<file path="config.mk">
export PLATFORM = sky130hd
export DESIGN_NAME = lfsr_seq_ctrl
export DESIGN_NICKNAME = d
export VERILOG_FILES = /design/src/rtl/lfsr_pkg.sv /design/src/rtl/lfsr_seq_fifo.sv /design/src/rtl/lfsr_seq_ctrl.sv
export SDC_FILE = /design/constraint.sdc
export NUM_CORES = 1
export LEC_CHECK = 0
export CAP_MARGIN = 20
export CORE_MARGIN = 5
export CORE_UTILIZATION = 50
export DETAILED_ROUTE_END_ITERATION = 6
export GPL_ROUTABILITY_DRIVEN = 0
export PLACE_DENSITY = 0.79
export RECOVER_POWER = 100
export SLEW_MARGIN = 20
export SYNTH_ARGS = -nofsm -noshare
export SYNTH_HDL_FRONTEND = slang
export SYNTH_HIERARCHICAL = 1
export SYNTH_SLANG_ARGS = --single-unit
export TNS_END_PERCENT = 100
</file>
<file path="constraint.sdc">
create_clock -name clk_i -period 5.1 [get_ports clk_i]
set_clock_uncertainty 0.05 [all_clocks]
set_input_delay 0.765 -clock clk_i [delete_from_list [all_inputs] [get_ports clk_i]]
set_output_delay 0.765 -clock clk_i [all_outputs]
set_load 0.05 [all_outputs]
</file>
<file path="src/rtl/lfsr_pkg.sv">
// Shared definitions for the pixel LFSR sequencer.
//   MAX_PIXEL_BITS : width of the pixel LFSR
//   pixel_t        : one LFSR output word
//   seq_state_e    : sequencer FSM states (explicit encodings)
//   CFG_*_SEL      : values driven on the LFSR config select line
package lfsr_pkg;

  localparam int MAX_PIXEL_BITS = 24;

  typedef logic [MAX_PIXEL_BITS-1:0] pixel_t;

  typedef enum logic [3:0] {
    ST_IDLE       = 4'd0,
    ST_CFG_SEED   = 4'd1,
    ST_WAIT_SEED  = 4'd2,
    ST_CFG_UNSTK  = 4'd3,
    ST_WAIT_UNSTK = 4'd4,
    ST_CFG_STOP   = 4'd5,
    ST_WAIT_STOP  = 4'd6,
    ST_LOAD       = 4'd7,
    ST_RUN        = 4'd8,
    ST_DRAIN      = 4'd9,
    ST_DONE       = 4'd10
  } seq_state_e;

  localparam logic CFG_SEED_SEL = 1'b0;
  localparam logic CFG_STOP_SEL = 1'b1;

endpackage

</file>
<file path="src/rtl/lfsr_seq_fifo.sv">
// Synchronous FIFO holding {last, pixel} entries toward the pixel consumer.
//   clk_i, nreset_i : clock, synchronous active-low reset
//   push, push_data : write request and entry
//   pop             : read request (ignored when empty)
//   pop_data        : head entry, stable until popped
//   full, empty     : occupancy status
// A push while full is accepted only if a pop frees the slot in the same
// cycle; otherwise the entry is dropped and the caller flags overflow.
module lfsr_seq_fifo #(
  parameter int W     = 25,
  parameter int DEPTH = 4
) (
  input  logic         clk_i,
  input  logic         nreset_i,
  input  logic         push,
  input  logic [W-1:0] push_data,
  input  logic         pop,
  output logic [W-1:0] pop_data,
  output logic         full,
  output logic         empty
);

  localparam int AW = $clog2(DEPTH);

  logic [W-1:0]  mem [DEPTH];
  logic [AW-1:0] wr_ptr;
  logic [AW-1:0] rd_ptr;
  logic [AW:0]   count;
  logic          do_push;
  logic          do_pop;

  assign full     = (count == (AW+1)'(DEPTH));
  assign empty    = (count == '0);
  assign do_pop   = pop && !empty;
  assign do_push  = push && (!full || do_pop);
  assign pop_data = mem[rd_ptr];

  // DEPTH is a power of two, so pointers wrap by natural overflow.
  always_ff @(posedge clk_i) begin
    if (!nreset_i) begin
      wr_ptr <= '0;
      rd_ptr <= '0;
      count  <= '0;
      for (int i = 0; i < DEPTH; i++) mem[i] <= '0;
    end else begin
      if (do_push) begin
        mem[wr_ptr] <= push_data;
        wr_ptr      <= wr_ptr + 1'b1;
      end
      if (do_pop) rd_ptr <= rd_ptr + 1'b1;
      case ({do_push, do_pop})
        2'b10:   count <= count + 1'b1;
        2'b01:   count <= count - 1'b1;
        default: count <= count;
      endcase
    end
  end

endmodule

</file>
<file path="src/rtl/lfsr_seq_ctrl.sv">
// Sequencer for the 24-bit pixel LFSR.
//   Host side : start_i, seed_i, stop_i in; busy_o, done_o, timeout_o,
//               cfg_err_o, ovf_o, pix_count_o out.
//   LFSR side : cfg_sel_o/cfg_rdy_o/cfg_data_o config write, cfg_done_i and
//               cfg_rdbk_i readback; lfsr_en_o run enable; lfsr_out_i,
//               lfsr_rdy_i, lfsr_done_i generator status.
//   Pixel side: pix_o, pix_last_o, pix_valid_o from a FIFO; pix_ready_i.
// Handshakes: a pixel transfers on a cycle where pix_valid_o && pix_ready_i;
// pix_o/pix_last_o hold until then. A config write is a one-cycle cfg_rdy_o
// pulse, after which the sequencer waits (unbounded) for cfg_done_i.
module lfsr_seq_ctrl
  import lfsr_pkg::*;
#(
  parameter int PIX_W      = MAX_PIXEL_BITS,
  parameter int FIFO_DEPTH = 4,
  parameter int MAX_PIXELS = 16777215,
  parameter int CNT_W      = 24
) (
  input  logic             clk_i,
  input  logic             nreset_i,
  input  logic             start_i,
  input  logic [PIX_W-1:0] seed_i,
  input  logic [PIX_W-1:0] stop_i,
  output logic             busy_o,
  output logic             done_o,
  output logic             timeout_o,
  output logic             cfg_err_o,
  output logic             ovf_o,
  output logic [CNT_W-1:0] pix_count_o,
  output logic             cfg_sel_o,
  output logic             cfg_rdy_o,
  output logic [PIX_W-1:0] cfg_data_o,
  input  logic             cfg_done_i,
  input  logic [PIX_W-1:0] cfg_rdbk_i,
  output logic             lfsr_en_o,
  input  logic [PIX_W-1:0] lfsr_out_i,
  input  logic             lfsr_rdy_i,
  input  logic             lfsr_done_i,
  output logic [PIX_W-1:0] pix_o,
  output logic             pix_last_o,
  output logic             pix_valid_o,
  input  logic             pix_ready_i
);

  seq_state_e       state;
  logic [PIX_W-1:0] seed_r;
  logic [PIX_W-1:0] stop_r;
  logic [PIX_W-1:0] cfg_val;   // value written by the last config write
  logic [PIX_W-1:0] cfg_wdata;
  logic [CNT_W-1:0] count;
  logic [CNT_W-1:0] cnt_next;
  logic             timeout_r;
  logic             cfg_err_r;
  logic             ovf_r;
  logic             push;
  logic             pop;
  logic             drop;
  logic             hit_max;
  logic             fifo_full;
  logic             fifo_empty;

  always_comb begin
    cfg_wdata = cfg_val;
    case (state)
      ST_CFG_SEED:  cfg_wdata = seed_r;
      // Writing the complement of the current output forces stop != out,
      // releasing a stale stop-reached hold so the seed can reload.
      ST_CFG_UNSTK: cfg_wdata = ~lfsr_out_i;
      ST_CFG_STOP:  cfg_wdata = stop_r;
      default:      cfg_wdata = cfg_val;
    endcase
  end

  always_comb begin
    busy_o     = (state != ST_IDLE);
    done_o     = (state == ST_DONE);
    lfsr_en_o  = (state == ST_RUN);
    cfg_rdy_o  = (state == ST_CFG_SEED) || (state == ST_CFG_UNSTK) ||
                 (state == ST_CFG_STOP);
    cfg_sel_o  = CFG_SEED_SEL;
    cfg_data_o = '0;
    case (state)
      ST_CFG_SEED, ST_WAIT_SEED: cfg_data_o = cfg_wdata;
      ST_CFG_UNSTK, ST_WAIT_UNSTK, ST_CFG_STOP, ST_WAIT_STOP: begin
        cfg_sel_o  = CFG_STOP_SEL;
        cfg_data_o = cfg_wdata;
      end
      default: cfg_data_o = '0;
    endcase
  end

  assign push     = (state == ST_RUN) && lfsr_rdy_i;
  assign pop      = pix_valid_o && pix_ready_i;
  assign drop     = push && fifo_full && !pop;
  assign cnt_next = count + 1'b1;
  // Abort on the push that reaches the limit so no extra pixel slips in.
  assign hit_max  = push && (cnt_next == CNT_W'(MAX_PIXELS));

  always_ff @(posedge clk_i) begin
    if (!nreset_i) begin
      state     <= ST_IDLE;
      seed_r    <= '0;
      stop_r    <= '0;
      cfg_val   <= '0;
      count     <= '0;
      timeout_r <= 1'b0;
      cfg_err_r <= 1'b0;
      ovf_r     <= 1'b0;
    end else begin
      case (state)
        ST_IDLE: if (start_i) begin
          seed_r    <= seed_i;
          stop_r    <= stop_i;
          count     <= '0;
          timeout_r <= 1'b0;
          cfg_err_r <= 1'b0;
          ovf_r     <= 1'b0;
          state     <= ST_CFG_SEED;
        end
        ST_CFG_SEED:  begin cfg_val <= cfg_wdata; state <= ST_WAIT_SEED;  end
        ST_CFG_UNSTK: begin cfg_val <= cfg_wdata; state <= ST_WAIT_UNSTK; end
        ST_CFG_STOP:  begin cfg_val <= cfg_wdata; state <= ST_WAIT_STOP;  end
        ST_WAIT_SEED, ST_WAIT_UNSTK, ST_WAIT_STOP: if (cfg_done_i) begin
          if (cfg_rdbk_i != cfg_val) cfg_err_r <= 1'b1;
          case (state)
            ST_WAIT_SEED:  state <= ST_CFG_UNSTK;
            ST_WAIT_UNSTK: state <= ST_CFG_STOP;
            default:       state <= ST_LOAD;
          endcase
        end
        ST_LOAD: state <= ST_RUN;
        ST_RUN: begin
          if (push) count <= cnt_next;
          if (drop) ovf_r <= 1'b1;
          if (hit_max) begin
            timeout_r <= 1'b1;
            state     <= ST_DRAIN;
          end else if (lfsr_done_i && !lfsr_rdy_i) begin
            state <= ST_DRAIN;
          end
        end
        ST_DRAIN: if (fifo_empty) state <= ST_DONE;
        ST_DONE:  state <= ST_IDLE;
        default:  state <= ST_IDLE;
      endcase
    end
  end

  assign timeout_o   = timeout_r;
  assign cfg_err_o   = cfg_err_r;
  assign ovf_o       = ovf_r;
  assign pix_count_o = count;
  assign pix_valid_o = !fifo_empty;

  lfsr_seq_fifo #(
    .W     (PIX_W + 1),
    .DEPTH (FIFO_DEPTH)
  ) u_fifo (
    .clk_i     (clk_i),
    .nreset_i  (nreset_i),
    .push      (push),
    .push_data ({(lfsr_out_i == stop_r), lfsr_out_i}),
    .pop       (pop),
    .pop_data  ({pix_last_o, pix_o}),
    .full      (fifo_full),
    .empty     (fifo_empty)
  );

endmodule

</file>
==> summary.md <==
| Metric | Value |
|---|---|
| Cts hold-fix bufs | 0 |
| Flops & latches, synth | 212 |
| Slew margin rel. | -0.569 |
| PwrDens | 377 mW/mm2 |
| CP delay by family, top | simple AND/OR/NAND/NOR gates |
| Worst-Skew Late Latency | 0.53 ns |
| Largest net degree at the start of global routing | 51 |
| Layout cells sized above 1 | 0.0907 |
| Root Driver | clkbuf_16 |
| Routed WL per cell | 19.5 um |
| Worst r2r src | state[3] |
| RSZ-0062 raised after global routing | false |
| Post-Synthesis Cells | 1014 |
| Launch point of the worst path | state[3] |
| CTS HTree Levels | 1 |
| Max Cap Violations | 3 |
| Overall Global Routing Usage | 0.234 |
| Status | finished with violations |
| Area Overhead vs Synth | 27.0% |
| Starting density of the core | 0.507 |
| Core area | 0.0202 mm2 |
| Post-CTS setup buffers | 0 |
| Hold Fails Final Rpt | 0 |
| Yosys Warn Count | 6 |
| Internal power | 3.35 mW |
| Vias per cell | 5.75 |
| Reg-to-Reg End | u_fifo/mem[1][23] |
| CP max stage delay | 0.92 ns |
| Crit path launch type | flop |
| Clock network power share | 0.364 |
| Setup_tns | 0 ns |
| Final Worst Setup Slack | 0.771 ns |
| Clk sinks | 212 |
| Detailed-route DRC error count | 0 |
| Seq/Total Area, Yosys | 0.513 |
| Path depth of the worst reg2reg path | 7 |
| Fin nets | 1280 |
| F_max | 0.231 GHz |
| Post-synth ARST share | 0 |
| Seq pwr share | 0.416 |
| Crit path kind | flop to flop |
| Io pins | 185 |
| Final slew viol count | 113 |
| # setup viols final | 0 |
| Hold path start | seed_r[14] |
| Logic pwr share | 0.220 |
| CTS max path bufs | 3 |
| Vert. Die Dim | 153 um |
| Critical path endpoint category | flop |
| Final worst path period share | 0.849 |
| Global route total overflow | 0 |
| CP arrival | 4.66 ns |
| Hpwl dp | 19600 um |
| CTS tree | done |
| Slowest cell on the critical path | and3_1 |
| Initial DRT Pass Iterations | 6 |
| WHS Endpoint | seed_r[14] |
| Tmin final | 4.33 ns |
| Post-Syn Area | 0.0102 mm2 |
| Worst hold path type | flop to flop |
| First-pass GRT wire length | 44200 um |
| Cts repair resizes | 0 |
| Predominant post-synthesis flop cell | dfxtp_1 |
| Initial antenna violation count | 3 |
| Post-synth EDFFs | 100 |
| Die width | 153 um |
| Post-synth cell types | 73 |
| Net Sw Frac | 0.315 |
| Static Leak | 4.75 nW |
| ANT nets after route | 0 |
| Crit-path max FO | 27 |
| Drt total wl | 28600 um |
| Syn_area_per_cell | 10.1 um2 |
| WHS Path Cells | 2 |
| Syn Nets | 1120 |
| Req. time, crit path | 5.44 ns |
| WHS | 0.409 ns |
| Pre-CTS setup slack | 1.16 ns |
| Reg2Reg Setup Slack | 0.77 ns |
| Worst Max-Slew Pin Slew | 2.35 ns |
| IO buf count | 184 |
| Maximum vdd drop | 0.000340 V |
| Worst path depth | 7 |
| Drt first-iter violations | 796 |
| Vias in the first global route | 8033 |
| Cells along the critical path | or4b_1 > inv_1 > nand2_2 > clkinvlp_2 > and3_1 > and3_2 > and2_2 |
| Num rows | 52 |
| CTS Buf Count | 23 |
| Worst path bufs/invs | 2 |
| Vias | 8431 |
| Clock Pin Slew Worst Setup and Hold Paths | 0.06 ns |
| NetSw | 1.54 mW |
| Failing checks | max-capacitance violations, max-slew violations |
| DIE AREA | 0.0234 mm2 |
[sequential cells by signal, summed over array words and instances, names as in the netlist, named ones only]
name,flops
cfg_err_o,1
cfg_val,24
ovf_o,1
pix_count_o,24
seed_r,24
state,4
stop_r,24
timeout_o,1
u_fifo/count,3
u_fifo/mem,100
u_fifo/rd_ptr,2
u_fifo/wr_ptr,2
[cell usage after synthesis (all sizes together), types with 3 or more instances]
cell	count	area [um2]
a31oi	3	18.8
o31ai	3	22.5
or4	3	27.5
xor2	28	245
and2	109	732
nand2	151	569
clkbuf	44	166
o21ai	46	230
dfxtp	112	2240
nor3	19	95.1
a21boi	4	30.0
nand2b	5	31.3
a21oi	77	385
nand4	19	125
and3	12	88.8
xnor2	28	245
nand3	14	82.6
edfxtp	100	3000
o31a	5	43.8
nand4b	3	26.3
and4	3	28.8
nand3b	3	22.5
nor4	13	87.6
or3	5	32.5
inv	13	48.8
a221oi	24	210
nor2	80	300
mux4	25	563
buf	23	138
a22oi	3	27.5
[cell families (layout without fill, tap and decap cells)]
kind of cell	after synthesis	count (layout)	synth area share
AOI/OAI and AO/OA	186	186	0.114
xor gates and xnor gates	56	56	0.0479
adders and majority gates	3	3	0.00440
buffers and inverters	81	258	0.0350
DFF	212	212	0.513
muxes	27	27	0.0570
other	0	5	0
and+or+nand+nor	449	449	0.229
[tightest hold or removal path, stage by stage, from the launching register on]
cell and delay [ns]:
dfxtp_1 0.31, nand2_1 0.05, a21oi_1 0.05
[worst max path at each step]
stage	slack [ns]	endpoint
after detailed placement	1.16	u_fifo/mem[0][17]
after global routing	0.44	u_fifo/mem[3][15]
final	0.77	u_fifo/mem[1][23]
after CTS	0.97	cfg_data_o[14]
after global placement	1.27	u_fifo/mem[0][19]
after floorplan	0.69	u_fifo/mem[1][0]
[area by class of cell]
| class | instances | area (um2) |
|---|---|---|
| fillers | 1627 | 7170 |
| flip-flops and latches | 212 | 5250 |
| multi-input cells | 721 | 4570 |
| repair buffers | 202 | 1960 |
| clock buffers | 25 | 603 |
| well taps | 270 | 338 |
| clock inverters | 17 | 218 |
| inverters | 14 | 53.8 |
| diodes | 5 | 12.5 |
[power by group through the flow]
stage / Combinational [mW] / Sequential (mW) / Clock, mW
after global placement: 1.08 / 2.06 / 0
after detailed placement: 1.09 / 2.07 / 0
final: 1.08 / 2.04 / 1.78
after global routing: 1.16 / 2.05 / 1.88
after CTS: 1.10 / 2.03 / 1.79
after floorplan: 0.708 / 2.04 / 0
[through the flow]
| stage | cells | instance area [um2] | utilization | power [mW] |
|---|---|---|---|---|
| finish | 1466 | 13000 | 0.644 | 4.89 |
| CTS | 1461 | 13100 | 0.649 | 4.92 |
| detailed placement | 1419 | 12300 | 0.608 | 3.16 |
| global placement | 1419 | 12300 | 0.608 | 3.14 |
| floorplan | 1014 | 10200 | - | 2.75 |
| global route | 1464 | 13000 | 0.644 | 5.09 |
[per-layer routing]
layer  vias up  track usage  share of wire
li1       3932            -              -
met1      4068        0.331           0.43
met2       372        0.369           0.47
met3        59       0.0376          0.076
met4         0       0.0772          0.026
met5         -            0              0
[placed cells by master (no fill, tap or decap), types with 4 or more instances in the layout]
cell type / count
clkdlybuf4s50_1: 101
or3_1: 4
clkbuf_16: 23
nand2b_1: 5
nand3_1: 13
o21ai_0: 44
o31a_1: 5
buf_4: 12
and2_2: 4
and3_1: 8
mux4_2: 25
nor4_1: 12
bufinv_16: 4
a21oi_1: 77
xor2_1: 28
and3_2: 4
nor2_1: 80
dlygate4sd3_1: 83
a221oi_1: 24
dfxtp_1: 111
inv_1: 13
clkinv_2: 5
edfxtp_1: 100
nand2_1: 150
and2_1: 44
diode_2: 5
xnor2_1: 28
nor3_1: 18
clkbuf_1: 4
and2_0: 60
nand4_1: 18
Note: power is estimated with default switching activity, not from simulation.
